### src/rtl/wb_arbiter.sv
// Write-back arbiter: schedules up to two of four requesters per cycle onto the
// register file's two write ports, round-robin, with same-destination conflict skip.
module wb_arbiter #(
  parameter int DATA_W = 32,
  parameter int ADDR_W = 5,
  parameter int NREQ   = 4
) (
  input  logic                     clk,
  input  logic                     rst,
  input  logic [NREQ-1:0]          req_valid,
  input  logic [NREQ*ADDR_W-1:0]   req_addr,
  input  logic [NREQ*DATA_W-1:0]   req_data,
  output logic [NREQ-1:0]          req_ready,
  output logic                     we1,
  output logic [ADDR_W-1:0]        waddr1,
  output logic [DATA_W-1:0]        wdata1,
  output logic                     we2,
  output logic [ADDR_W-1:0]        waddr2,
  output logic [DATA_W-1:0]        wdata2
);

  localparam int RR_W = $clog2(NREQ);

  logic [ADDR_W-1:0] addr [NREQ];
  logic [DATA_W-1:0] data [NREQ];
  logic [NREQ-1:0]   elig;
  logic [NREQ-1:0]   x0;
  logic [NREQ-1:0]   grant;
  logic [RR_W-1:0]   rr;
  logic [RR_W-1:0]   rr_next;
  logic [RR_W-1:0]   idx;
  logic [RR_W-1:0]   s1_idx;
  logic [RR_W-1:0]   s2_idx;
  logic              s1_vld;
  logic              s2_vld;

  always_comb begin
    for (int i = 0; i < NREQ; i++) begin
      addr[i] = req_addr[i*ADDR_W +: ADDR_W];
      data[i] = req_data[i*DATA_W +: DATA_W];
      x0[i]   = req_valid[i] && (addr[i] == '0);
      elig[i] = req_valid[i] && (addr[i] != '0);
    end
  end

  // Walk from rr; a second request aimed at slot 1's register is skipped, not blocking.
  always_comb begin
    s1_vld = 1'b0;
    s2_vld = 1'b0;
    s1_idx = '0;
    s2_idx = '0;
    idx    = '0;
    grant  = '0;
    for (int k = 0; k < NREQ; k++) begin
      idx = rr + RR_W'(k);
      if (elig[idx]) begin
        if (!s1_vld) begin
          s1_vld = 1'b1;
          s1_idx = idx;
        end else if (!s2_vld && (addr[idx] != addr[s1_idx])) begin
          s2_vld = 1'b1;
          s2_idx = idx;
        end
      end
    end
    if (s1_vld) grant[s1_idx] = 1'b1;
    if (s2_vld) grant[s2_idx] = 1'b1;
  end

  always_comb begin
    rr_next = rr;
    if (s2_vld)      rr_next = s2_idx + RR_W'(1);
    else if (s1_vld) rr_next = s1_idx + RR_W'(1);
  end

  // Nothing is accepted while reset is held, x0 discards included.
  assign req_ready = (grant | x0) & {NREQ{rst}};

  always_ff @(posedge clk or negedge rst) begin
    if (!rst) begin
      rr     <= '0;
      we1    <= 1'b0;
      waddr1 <= '0;
      wdata1 <= '0;
      we2    <= 1'b0;
      waddr2 <= '0;
      wdata2 <= '0;
    end else begin
      rr     <= rr_next;
      we1    <= s1_vld;
      waddr1 <= s1_vld ? addr[s1_idx] : '0;
      wdata1 <= s1_vld ? data[s1_idx] : '0;
      we2    <= s2_vld;
      waddr2 <= s2_vld ? addr[s2_idx] : '0;
      wdata2 <= s2_vld ? data[s2_idx] : '0;
    end
  end

endmodule

### config.mk
export PLATFORM = sky130hd
export DESIGN_NAME = wb_arbiter
export DESIGN_NICKNAME = d
export VERILOG_FILES = /design/src/rtl/wb_arbiter.sv
export SDC_FILE = /design/constraint.sdc
export NUM_CORES = 1
export LEC_CHECK = 0
export BUFFER_PORTS_ARGS = -buffer_cell sky130_fd_sc_hd__buf_4
export CORE_MARGIN = 1.5
export CORE_UTILIZATION = 50
export CTS_CLUSTER_SIZE = 8
export DETAILED_ROUTE_END_ITERATION = 10
export PLACE_DENSITY = 0.91
export SYNTH_ARGS = -nofsm -noshare
export SYNTH_HDL_FRONTEND = slang
export SYNTH_SLANG_ARGS = --single-unit
### constraint.sdc
create_clock -name clk -period 13.88 [get_ports clk]
set_input_delay 1.388 -clock clk [delete_from_list [all_inputs] [get_ports clk]]
set_output_delay 1.388 -clock clk [all_outputs]
set_load 0.01 [all_outputs]
; Word-level counts from Yosys, hierarchy flattened
; Index checks and enable logic that the tools add are counted.
[op_classes]
addsub = 5
order_cmp = 16
n_eq_ne = 3
n_mux = 79
n_bitwise = 11
n_reduce_logical = 23
[op_table]
columns = op, n
row1 = 32-bit two-way mux, 6
row2 = 32-bit binary-select mux with 2-bit select, 2
row3 = 5-bit two-way mux, 18
row4 = 5-bit binary-select mux with 2-bit select, 8
row5 = 2-bit two-way mux, 18
row6 = 3-bit >= comparator (second input constant), 8
row7 = 2-bit inverter with 3-bit output, 8
row8 = 5-bit zero test, 4
row9 = 5-bit nonzero test, 4
row10 = 1-bit two-way mux, 19
row11 = 2-bit by 3-bit less-than comparator with 1-bit output (second input constant), 6
row12 = 5-bit != test, 3
row13 = 1-bit logical AND, 12
row14 = 1-bit binary-select mux with 2-bit select, 4
row15 = 4-bit two-way mux, 2
row16 = 4-bit bitwise OR, 2
row17 = 2-bit by 1-bit adder with 2-bit output (second input constant), 3
row18 = 2-bit adder (second input constant), 2
row19 = 4-bit AND, 1
row20 = 1-bit demux with 2-bit select, 2
row21 = 2-bit by 1-bit >= comparator with 1-bit output (second input constant), 2
row22 = 1-bit zero test, 2
row23 = 2-bit nonzero test, 1
[word_totals]
regBits = 78
in_bits = 154
out_inout_bits = 80
word_cells = 144

; Logic depth before layout (Yosys ltp)
[depth]
ltp_word = 31
ltp_mapped = 24
mapped_depth_nobuf = 18

; Least setup slack after synthesis
; No wires, ideal clock.
[synth_timing]
path_type = in2out
start = input port req_addr[0]
end = output port req_ready[1]
arrival_ns = 5.431
required_ns = 12.492
slack_ns = 7.061
cell_stages = 21
n_path_buf = 4
cell_sequence = clkbuf_1 nor4_4 a21bo_2 nor2_1 a21oi_1 mux2_2 inv_1 ha_1 or3_1 nand3_1 and2_1 buf_6 mux2i_1 xnor2_1 a2111o_1 o211a_1 a311o_1 buf_6 buf_8 or2_1 a21boi_1
[synth_via]
elab_chain_cells = 31
word_cells_on_any_way = 82
cone_classes = order compare (4) / eq/ne (3) / mux (61) / bitwise (6) / reduce/logical (8)
[synth_rtl]
columns = item, line_no
row1 = start: declaration, 11  ; input logic [NREQ*ADDR_W-1:0] req_addr,
row2 = 5-bit nonzero test, 42  ; elig[i] = req_valid[i] && (addr[i] != '0);
row3 = 1-bit logical AND, 42
row4 = 1-bit binary-select mux with 2-bit select, 56  ; if (elig[idx]) begin
row5 = 1-bit two-way mux (implied by the code), 56
row6 = 2-bit two-way mux, 56
row7 = 2-bit inverter with 3-bit output (implied by the code), 60  ; end else if (!s2_vld && (addr[idx] != addr[s1_idx])) begin
row8 = 5-bit binary-select mux with 2-bit select, 60
row9 = 5-bit two-way mux (implied by the code) (2 in series), 60
row10 = [... 14 more ...], --
row11 = 2-bit by 3-bit less-than comparator with 1-bit output (implied by the code) / 2-bit by 1-bit >= comparator with 1-bit output (equally long branches), 67  ; if (s2_vld) grant[s2_idx] = 1'b1;
row12 = 1-bit logical AND (implied by the code), 67
row13 = 1-bit two-way mux (implied by the code), 67
row14 = 1-bit demux with 2-bit select, 67
row15 = 4-bit bitwise OR (no source line), --
row16 = 4-bit two-way mux *, 67
row17 = 4-bit bitwise OR *, 77  ; assign req_ready = (grant | x0) & {NREQ{rst}};
row18 = 4-bit AND *, 77
row19 = end: declaration, 13  ; output logic [NREQ-1:0] req_ready,
; Every way passes the cells marked *; elsewhere a longest branch is shown, timed or not. The select of a mux whose other input is x is not followed.

; Final worst setup path
[layout_timing]
start = input port req_addr[14]
end = output port req_ready[2]
[layout_via]
elab_chain_cells = 31
word_cells_on_any_way = 84
cone_classes = order compare (4) / eq/ne (3) / mux (61) / bitwise (6) / reduce/logical (10)
[layout_rtl]
columns = item, line_no
row1 = 5-bit nonzero test, 42
row2 = 1-bit logical AND, 42
row3 = 1-bit binary-select mux with 2-bit select, 56
row4 = 1-bit two-way mux (implied by the code), 56
row5 = 2-bit two-way mux, 56
row6 = 2-bit inverter with 3-bit output (implied by the code), 60
row7 = 5-bit binary-select mux with 2-bit select, 60
row8 = 5-bit two-way mux (implied by the code) (2 in series), 60
row9 = [... 14 more ...], --
row10 = 2-bit by 3-bit less-than comparator with 1-bit output (implied by the code) / 2-bit by 1-bit >= comparator with 1-bit output (equally long branches), 67
row11 = 1-bit logical AND (implied by the code), 67
row12 = 1-bit two-way mux (implied by the code), 67
row13 = 1-bit demux with 2-bit select, 67
row14 = 4-bit bitwise OR (no source line), --
row15 = 4-bit two-way mux, 67
row16 = 4-bit bitwise OR *, 77
row17 = 4-bit AND *, 77
; Marks and branches as above.

==> reports/results.ini <==
[drt]
drt-total-wl_um = 22170
initialDrtViolationCount = 622
wl_per_cell_um = 22.37
first_pass_iters = 5
viasPerCell = 6.262
drtAntennaViolNets = 0
drc = 0
vias = 6206

[worst_setup_path]
endpoint_kind = output port
arrival_ps = 7020
worstPathRequired_ps = 12490
cp_max_fo = 26
critPathKind = in2out
start_kind = input port

[floorplan]
start_util_pct = 51.04
design.die.area_sq_um = 13460
coreArea_sq_um = 12520
io_pins = 234
die_w_um = 116.0
die_y_um = 116.0
rows = 41

[grt]
grt_pass1_wl_um = 32740
grt_util_all_layers_pct = 32.43
grt_max_degree = 45
grt_pass1_vias = 5938
grt_overflow = 0
antenna_found_initial = 1

[yosys]
yosysMostFrequentCell = mux2i_1
yosysSeqAreaShare_pct = 30.55
synth_top_area_share_pct = 30.55
synthFlopType = dfrtp_1
yosys_warnings = 0
syn_area_sq_um = 6389
syn_nets = 775
synth_cell_types = 72
syn_area_per_cell_sq_um = 10.30
synth_edf_count = 0
synth.largest_area_cell = dfrtp_1
ys_seq_elements = 78
synth_cells = 620
synthArstFlopShare_pct = 100.0
netlist_top_cells_area = dfrtp_1 (31%), mux2i_1 (15%), mux4_2 (14%), o22ai_1 (3.8%), and2_1 (3.7%)
synthTopCellsByCount = mux2i_1 (94), dfrtp_1 (78), mux4_2 (40), o22ai_1 (39), and2_1 (38)

[sta]
hold_violations = 0
slew_violations = 0
rsz0062_at_grt = no
max_freq_mhz = 119.0
slew_headroom_pct = 37.38
fin_crit_sh_pct = 60.55
fin_ws_ps = 5475
finalCriticalPeriod_ps = 8405
setup_viol = 0
finClkSkew_ps = 6.131
setup_tns_ps = 0
tightest_slew_ps = 939.3

[pwr]
cellLeakagePower_uw = 0.003735
p_total_uw = 2310
peakVddDrop_mv = 0.2512
p_per_area_nw_per_um2 = 274.3

[clock_tree]
worstSkewPairLatency_ps = 340
root_buffer = clkbuf_16
htree_levels = 3
holdBufCountCts = 0
cts.clk_slew.worst_paths_ps = 60
post_cts_buffers = 0
clock_path_buffers = 2
cts_tree = yes
postCtsResizedCells = 0
clkSinkCount = 78
cts_buffers = 9

[final_layout]
syn_to_final_growth_pct = 31.84
finalNetCount = 968
final_layout_size_suffix_gt1_share_pct = 39.98
design_area_sq_um = 8423
final_util_pct = 67.29

[run_status]
outcome = finished, final reports clean

[placed_design]
dpl-instance-area_sq_um = 8115
gp_congestion = 0.9169
port_buffers = 233
place_ws_ps = 5591
hpwlAfterDp_um = 15870

[run]
cap_violations = 0

[worst_hold_path]
hold_path.class = reg2reg

flip-flops by register name, indices dropped and copies added (netlist names):
name    cells
wdata2     32
rr          2
we1         1
wdata1     32
waddr1      5
we2         1
waddr2      5
area by class of cell:
cell class                      instances  area, sq um
Clock buffer                            9        225.2
Fill cell                             931         4094
Multi-Input combinational cell        474         4101
Timing Repair Buffer                  242         1817
Antenna cell                            1        2.502
Inverter                                8        30.03
Clock inverter                          7        80.08
Tap cell                              172        215.2
Sequential cell                        78         1952
per-stage QoR:
step                      std cells  hold WS (ps)
after global placement          974         955.6
after global routing            991          1007
after detailed placement        974         954.7
after CTS                       990         963.7
after floorplan                 620          1092
final                           991         955.9
cells by family after synthesis:
| kind of cell | Yosys count | share of synthesized area [%] |
|---|---|---|
| AO/OA/AOI/OAI | 157 | 16.80 |
| adder cells (fa/ha/maj) | 1 | 0.1958 |
| AND/OR/NAND/NOR | 158 | 14.28 |
| flip-flops | 78 | 30.55 |
| buffers and inverters | 68 | 5.660 |
| XOR/XNOR | 15 | 2.056 |
| multiplexers | 143 | 30.45 |
path summary, 6_finish.rpt:
check	startpoint	endpoint	slack (ps)	depth (start not counted)
max in group asynchronous	rst	wdata1[27]	11920	2
setup / recovery	req_addr[14]	req_ready[2]	5480	19
hold / removal	rr[1]	rr[1]	960	3
setup reg to reg	rr[0]	waddr2[1]	7340	16
min in group asynchronous	rst	wdata1[0]	1030	1
hold reg to reg	rr[1]	rr[1]	960	3
cells in the final DEF, fill, tap and decap left out, types with 6 or more instances in the layout:
cell	n
a21boi_0	6
a21oi_1	24
and2_1	38
and3_1	9
buf_4	242
clkbuf_16	9
dfrtp_1	78
inv_1	8
mux2_2	7
mux2i_1	94
mux4_2	40
nand2_1	29
nand2b_1	8
nand3_1	15
nor2_1	17
nor3_1	13
o21ai_0	24
o21ai_1	6
o22ai_1	39
xnor2_1	6
xor2_1	9
worst max-delay path, stage by stage:
cell	delay, ps
buf_4	150
nor4_4	390
a21boi_1	260
a21oi_1	260
mux2_2	240
inv_1	50
ha_1	370
or3_1	450
nand3_1	100
and2_1	530
mux2i_1	290
xnor2_1	90
a2111o_1	490
o211a_1	270
a311oi_4	770
buf_4	470
nand2_1	120
a21boi_1	170
buf_4	140
power by group:
part           switching (uW)  internal (uW)  leakage, uW  total (uW)
combinational             923            758      0.00264        1680
sequential               36.2            350     0.000947         386
clock                     101            142     0.000148         243
total                    1060           1250      0.00374        2310
metal layers:
metal,global-route usage [%],vias to the layer above,wire length [um]
li1,-,2752,-
met1,40.70,3024,8400
met2,51.88,361,10690
met3,8.211,69,2104
met4,16.91,0,977
met5,0,-,0
Note: power is estimated with default switching activity, not from simulation.
